$ cat config.mk
export PLATFORM = sky130hd
export DESIGN_NAME = pll_lock_ctrl
export DESIGN_NICKNAME = d
export VERILOG_FILES = /design/src/rtl/pll_lock_ctrl.sv
export SDC_FILE = /design/constraint.sdc
export NUM_CORES = 1
export LEC_CHECK = 0
export ABC_CLOCK_PERIOD_IN_PS = 2840
export BUFFER_PORTS_ARGS = -buffer_cell sky130_fd_sc_hd__buf_2
export CORE_UTILIZATION = 35
export DETAILED_ROUTE_END_ITERATION = 10
export GPL_TIMING_DRIVEN = 0
export SLEW_MARGIN = 20
export SYNTH_ARGS = -nofsm -noshare
export SYNTH_HDL_FRONTEND = slang
export SYNTH_SLANG_ARGS = --single-unit
export TNS_END_PERCENT = 100
$ cat constraint.sdc
create_clock -name clkin1 -period 2.84 [get_ports clkin1]
set_clock_uncertainty 0.05 [all_clocks]
set_input_delay 0.284 -clock clkin1 [delete_from_list [all_inputs] [get_ports clkin1]]
set_output_delay 0.284 -clock clkin1 [all_outputs]
set_load 0.03 [all_outputs]
$ cat src/rtl/pll_lock_ctrl.sv
// pll_lock_ctrl
//   Power-up and lock sequencer for a PLL, clocked from the free-running
//   reference clock. It powers the PLL down, releases power-down and then
//   reset, waits for lock with a timeout and bounded retries, and qualifies
//   lock over a stability window before raising clk_ready. Loss of lock
//   while running, or a relock request, re-sequences the PLL.
//
//   clkin1      in   reference clock, free-running
//   rst         in   synchronous active-high reset
//   pll_lock    in   PLL lock, asynchronous to clkin1
//   relock_req  in   one-cycle pulse forcing a new power-up sequence
//   pll_pwd     out  PLL power-down, active-high
//   pll_rst     out  PLL reset, active-high
//   clk_ready   out  PLL outputs usable
//   pll_fail    out  retries exhausted; held until relock_req or rst
//   retry_cnt   out  failed attempts since the last entry into RUN
//   loss_cnt    out  lock losses seen while running, saturating
module pll_lock_ctrl #(
  parameter int unsigned PWD_CYCLES    = 3,
  parameter int unsigned RST_CYCLES    = 3,
  parameter int unsigned LOCK_TIMEOUT  = 1000,
  parameter int unsigned STABLE_CYCLES = 16,
  parameter int unsigned MAX_RETRY     = 3,
  parameter int unsigned CNT_W         = 8
) (
  input  logic             clkin1,
  input  logic             rst,
  input  logic             pll_lock,
  input  logic             relock_req,
  output logic             pll_pwd,
  output logic             pll_rst,
  output logic             clk_ready,
  output logic             pll_fail,
  output logic [3:0]       retry_cnt,
  output logic [CNT_W-1:0] loss_cnt
);

  // The shared timer must reach the longest of the per-state windows.
  localparam int unsigned T_A   = (PWD_CYCLES > RST_CYCLES) ? PWD_CYCLES : RST_CYCLES;
  localparam int unsigned T_B   = (LOCK_TIMEOUT > STABLE_CYCLES) ? LOCK_TIMEOUT : STABLE_CYCLES;
  localparam int unsigned T_MAX = (T_A > T_B) ? T_A : T_B;
  localparam int unsigned TMR_W = $clog2(T_MAX + 1);

  localparam logic [TMR_W-1:0] PWD_LAST = TMR_W'(PWD_CYCLES - 1);
  localparam logic [TMR_W-1:0] RST_LAST = TMR_W'(RST_CYCLES - 1);
  localparam logic [TMR_W-1:0] TO_LAST  = TMR_W'(LOCK_TIMEOUT - 1);
  localparam logic [TMR_W-1:0] STB_LAST = TMR_W'(STABLE_CYCLES - 1);
  localparam logic [3:0]       MAX_R    = 4'(MAX_RETRY);

  localparam logic [2:0] S_PWD    = 3'd0;
  localparam logic [2:0] S_RST    = 3'd1;
  localparam logic [2:0] S_WAIT   = 3'd2;
  localparam logic [2:0] S_STABLE = 3'd3;
  localparam logic [2:0] S_RUN    = 3'd4;
  localparam logic [2:0] S_FAIL   = 3'd5;

  logic [2:0]       state_q, state_d;
  logic [TMR_W-1:0] timer_q, timer_d;
  logic [3:0]       retry_q, retry_d;
  logic [CNT_W-1:0] loss_q, loss_d;
  logic             lock_meta_q, lock_meta_d;
  logic             lock_s_q, lock_s_d;
  logic             pwd_q, pwd_d;
  logic             prst_q, prst_d;
  logic             ready_q, ready_d;
  logic             fail_q, fail_d;
  logic             restart;

  always_comb begin
    state_d     = state_q;
    retry_d     = retry_q;
    loss_d      = loss_q;
    restart     = 1'b0;
    lock_meta_d = pll_lock;
    lock_s_d    = lock_meta_q;

    case (state_q)
      S_PWD: begin
        if (relock_req)               restart = 1'b1;
        else if (timer_q == PWD_LAST) state_d = S_RST;
      end
      S_RST: begin
        if (relock_req)               state_d = S_PWD;
        else if (timer_q == RST_LAST) state_d = S_WAIT;
      end
      S_WAIT: begin
        // Relock takes priority over both lock detection and timeout.
        if (relock_req)               state_d = S_PWD;
        else if (lock_s_q)            state_d = S_STABLE;
        else if (timer_q == TO_LAST) begin
          retry_d = retry_q + 4'd1;
          state_d = (retry_d == MAX_R) ? S_FAIL : S_PWD;
        end
      end
      S_STABLE: begin
        if (relock_req)               state_d = S_PWD;
        else if (!lock_s_q)           state_d = S_WAIT;
        else if (timer_q == STB_LAST) begin
          state_d = S_RUN;
          retry_d = '0;
        end
      end
      S_RUN: begin
        // A lock loss is counted even when a relock arrives together with it.
        if (!lock_s_q) begin
          state_d = S_PWD;
          if (loss_q != '1) loss_d = loss_q + CNT_W'(1);
        end
        if (relock_req) state_d = S_PWD;
      end
      S_FAIL: begin
        if (relock_req) begin
          state_d = S_PWD;
          retry_d = '0;
        end
      end
      default: state_d = S_PWD;
    endcase

    if ((state_d != state_q) || restart)           timer_d = '0;
    else if ((state_q == S_RUN) || (state_q == S_FAIL)) timer_d = '0;
    else                                           timer_d = timer_q + TMR_W'(1);

    // Outputs are registered decodes of the current state, one cycle behind it.
    pwd_d   = (state_q == S_PWD) || (state_q == S_FAIL);
    prst_d  = pwd_d || (state_q == S_RST);
    ready_d = (state_q == S_RUN);
    fail_d  = (state_q == S_FAIL);
  end

  always_ff @(posedge clkin1) begin
    if (rst) begin
      state_q     <= S_PWD;
      timer_q     <= '0;
      retry_q     <= '0;
      loss_q      <= '0;
      lock_meta_q <= 1'b0;
      lock_s_q    <= 1'b0;
      pwd_q       <= 1'b1;
      prst_q      <= 1'b1;
      ready_q     <= 1'b0;
      fail_q      <= 1'b0;
    end else begin
      state_q     <= state_d;
      timer_q     <= timer_d;
      retry_q     <= retry_d;
      loss_q      <= loss_d;
      lock_meta_q <= lock_meta_d;
      lock_s_q    <= lock_s_d;
      pwd_q       <= pwd_d;
      prst_q      <= prst_d;
      ready_q     <= ready_d;
      fail_q      <= fail_d;
    end
  end

  assign pll_pwd   = pwd_q;
  assign pll_rst   = prst_q;
  assign clk_ready = ready_q;
  assign pll_fail  = fail_q;
  assign retry_cnt = retry_q;
  assign loss_cnt  = loss_q;

endmodule

After elaboration in Yosys (flattened, before gate mapping). Cells that the tools add are included.

Add/subtract/negate cells: 3. Multipliers: 0. Div/mod/pow operators: 0. Magnitude comparators: 0. Eq/ne operators: 18. Shift-type cells: 0. Multiplexer cells: 25. Bitwise operators: 1. Reductions and logical operators: 9.

Operator list (count): 2-to-1 mux 3 bit (14); 2-to-1 mux 4 bit (7); one-hot mux 3 bit (6 select lines) (1); inequality test 2 bit (second input constant) (7); one-hot mux 4 bit (3 select lines) (1); adder 10 x 1 -> 10 bit (second input constant) (1); == test 10 bit (second input constant) (1); == test 10 x 2 -> 1 bit (second input constant) (1); == test 10 x 4 -> 1 bit (second input constant) (1); adder 8 x 1 -> 8 bit (second input constant) (1); inequality test 8 bit (second input constant) (1); AND reduction 8 bit (1); == test 3 x 2 -> 1 bit (second input constant) (2); == test 3 bit (second input constant) (2); adder 4 x 1 -> 4 bit (second input constant) (1); == test 4 x 2 -> 1 bit (second input constant) (1); logical OR 1 bit (4); == test 3 x 1 -> 1 bit (second input constant) (1); logical NOT 3 bit (1); inequality test 3 bit (1); AND reduction 3 bit (1); nonzero test 3 bit (1); OR reduction 3 bit (1); 2-to-1 mux 1 bit (2); NOT 1 bit (1).

Bits in registers: 31. Latch bits: 0. RAM bits: 0. ROM bits: 0. Bits of input ports: 4. Output and inout bits: 16. Logic and storage cells: 66. Memories: 0.

Longest topological paths before layout.
Word-level depth: 10. Depth in mapped cells: 7. Depth with buffers taken out: 7.

Worst setup path after synthesis. OpenSTA, ideal clock, no wires.

Path kind: register to register. Start point: register timer_q[6]. End point: register timer_q[2]. Library setup time: 0.131 ns. Arrival time: 1.926 ns. Data required time: 2.659 ns. Setup slack: 0.733 ns. Stages on the path, launching flop included: 6. Buffers on the path: 0. Period minus slack after synthesis: 2.107 ns. Cells stage by stage: dfxtp_1 -> or4_4 -> or4_1 -> and4_4 -> o221ai_4 -> nor3_1.

Longest elaborated chain between the ends: 8. Elaborated cells between the ends (all ways): 17. Those cells by class: eq/ne: 4; mux: 11; reduce/logical: 2.

Ends and longest elaborated chain: start, declared (RTL line 58) `logic [TMR_W-1:0] timer_q, timer_d;`; start signal, assigned (RTL line 145) `timer_q <= timer_d;`; == test 10 x 4 -> 1 bit / == test 10 bit (equally long branches) (RTL line 98, 90); 2-to-1 mux 3 bit, on equally long branches (RTL line 98, 90); 2-to-1 mux 3 bit, on equally long branches (RTL line 97, 89); 2-to-1 mux 3 bit, on equally long branches (RTL line 96, 88); one-hot mux 3 bit (6 select lines) (*) (RTL line 77) `case (state_q)`; inequality test 3 bit (*) (RTL line 120) `if ((state_d != state_q) || restart) timer_d = '0;`; logical OR 1 bit (*) (RTL line 120); OR reduction 3 bit (no line) (*).

Every way passes the cells marked *; elsewhere a longest branch is shown, timed or not. A chain may end at the register's enable or synchronous reset.

Worst setup path in the final report.
Start point: register timer_q[7]. End point: register timer_q[5].

The elaborated chain is that of the path after synthesis.

==> flow_metrics.tcl <==
set metrics [dict create \
    status "completed" \
    crit_end "timer_q[5]" \
    synth-edff-count 0 \
    period_share_pct 79.46 \
    cts_setup_buffers 0 \
    synth_cell_types 44 \
    wl_per_cell_microns 12.55 \
    row_count 24 \
    grt_pass1_vias 1236 \
    yosysSeqAreaShare_pct 38.69 \
    drc 0 \
    drt-initial-drc-count 50 \
    syn_avg_cell_area_sq_um 8.532 \
    maxSlewHeadroom_pct 52.19 \
    setup.worst_path.class "flip-flop to flip-flop" \
    cts_tree "done" \
    grt_pass1_wl_microns 5554 \
    num_vias 1410 \
    holdWs_ns 0.1529 \
    ant_nets 0 \
    worst_ep_arrival_time_ns 2.36 \
    viasPerCell 5.321 \
    drv_cap 0 \
    synth_seq_cells 31 \
    p_leak_nw 0.7061 \
    hold_path.class "input pin to flip-flop" \
    r2r_end "timer_q[5]" \
    dr.pass1.iters 4 \
    rr_startpoint "timer_q[7]" \
    tightest_slew_ns 0.7140 \
    worstPathRequired_ns 2.95 \
    hold_depth 2 \
    synth_area_leader_cell "dfxtp_1" \
    p_per_area_mw_per_mm2 467.9 \
    cts_sinks 31 \
    syn_inst 188 \
    final_layout_size_suffix_gt1_share_pct 15.96 \
    async_flop_share_pct 0 \
    dp_hpwl_microns 2384 \
    portBuffers 18 \
    worstSetupStartpoint "timer_q[7]" \
    cts_max_level 2 \
    numCtsBuffers 5 \
    cts_resized 0 \
    rsz0062_at_grt "false" \
    num_antenna_cells 0 \
    yosys_warnings 0 \
    drv_slew 0 \
    crit_fanout 10 \
    clock-root-buffer "clkbuf_8" \
    grtUsageTotal_pct 14.27 \
    final-hold-violation-count 0 \
    grt_max_degree 11 \
    ctsHoldBuffers 0 \
    vdd_ir_drop_max_mv 0.2109 \
    syn_nets 197 \
    clk_pin_slew_ns 0.06 \
    synth.cell_area_sq_mm 0.001604 \
    fmax_mhz 443.1 \
    die_h_microns 69.70 \
    dieArea_sq_mm 0.004857 \
    ios 20 \
    crit_path_end_kind "flip-flop" \
    die_x_microns 69.70 \
    p_total_mw 0.8642 \
    routed_wl_microns 3327 \
    mostFrequentLayoutCells "dfxtp_1 (31), buf_2 (19), nor2_1 (18), nor3_1 (17), nand2_1 (13)" \
    cts_buffer_depth 2 \
    synth_top_area_share_pct 38.69 \
    initial_core_util_pct 36.59 \
    final_nets 222 \
    ff2ff_path_depth 5 \
    syn_to_final_growth_pct 15.13 \
    layout_min_cycle_time_ns 2.257 \
    core_sq_mm 0.004384 \
    reg2reg_slack_ns 0.58 \
    antenna_found_initial 0 \
    place.gp.congestion 0.8099 \
    setup_tns_ns 0 \
    ys.flop_type "dfxtp_1" \
    post-route-util_pct 42.12 \
    clk_latency_ns 0.29 \
    setup_viol_count_final 0 \
    synthTopCellsByArea "dfxtp_1 (39%), nor3_1 (5.3%), xnor2_1 (4.9%)" \
    start_kind "flip-flop" \
    layout_commonest_cell "dfxtp_1" \
    overflow 0 \
]
==> metrics by stage <==
stage / instances / setup WS [ns] / instance area (sq um)
detailed placement: 258 / 0.5894 / 1759
floorplan: 188 / 0.7330 / 1604
global route: 265 / 0.4600 / 1847
finish: 265 / 0.5834 / 1847
CTS: 265 / 0.5809 / 1847
global placement: 258 / 0.5728 / 1759
==> critical path, cell delays in order (launching register included) <==
cell and delay (ns):
dfxtp_1 0.35, or4_4 0.55, or4_1 0.51, and4_4 0.21
o221ai_4 0.34, nor3_1 0.11
==> cells in the mapped netlist (all sizes together) (3+ instances only) <==
cell type and number:
o21bai 3, nand3 12, nor2b 7, ha 5
clkbuf 6, nand2 13, a21oi 4, xor2 7
or3 3, dfxtp 31, nor3 17, o21ai 7
inv 5, xnor2 9, nor4 7, nor2 18
==> registers in the layout, summed over array words and instances, names as in the netlist <==
register / count
clk_ready: 1
lock_meta_q: 1
lock_s_q: 1
loss_cnt: 8
pll_fail: 1
pll_pwd: 1
pll_rst: 1
retry_cnt: 4
state_q: 3
timer_q: 10
==> how the worst min path moves through the flow <==
stage / start / endpoint / slack (ns)
floorplan: rst / state_q[2] / 0.32
global placement: lock_meta_q / lock_s_q / 0.37
detailed placement: lock_meta_q / lock_s_q / 0.37
CTS: pll_lock / lock_meta_q / 0.15
global route: pll_lock / lock_meta_q / 0.16
finish: pll_lock / lock_meta_q / 0.15
==> metal layers <==
metal	GRT usage (%)	vias to the layer above	wire length (microns)
met1	19.08	651	1683
met5	0	-	0
met3	4.360	7	148
met2	20.50	30	1432
li1	-	722	-
met4	7.556	0	63
==> power by group <==
group / switching, mW / leakage (nW) / internal, mW
Clock: 0.161 / 0.0470 / 0.190
Sequential: 0.00930 / 0.251 / 0.444
Combinational: 0.0384 / 0.408 / 0.0219
==> logic make-up after synthesis <==
group | Yosys count | share of synthesized area, %
AND/OR/NAND/NOR | 93 | 31.28
XOR/XNOR | 16 | 8.737
adder cells (fa/ha/maj) | 5 | 3.900
flip-flops | 31 | 38.69
buffers and inverters | 12 | 2.886
AO/OA/AOI/OAI | 30 | 13.88
multiplexers | 1 | 0.6240
==> area by class of cell <==
class                   count  area [sq um]
plain buffers               7         27.53
clock buffers               6         82.58
clock inverters             1         5.005
fillers                   474          2537
inverters                   5         18.77
multi-input cells         145         937.1
flip-flops and latches     31         620.6
well taps                  52         65.06
repair buffers             18         90.09
(Power assumes the default switching activity.)
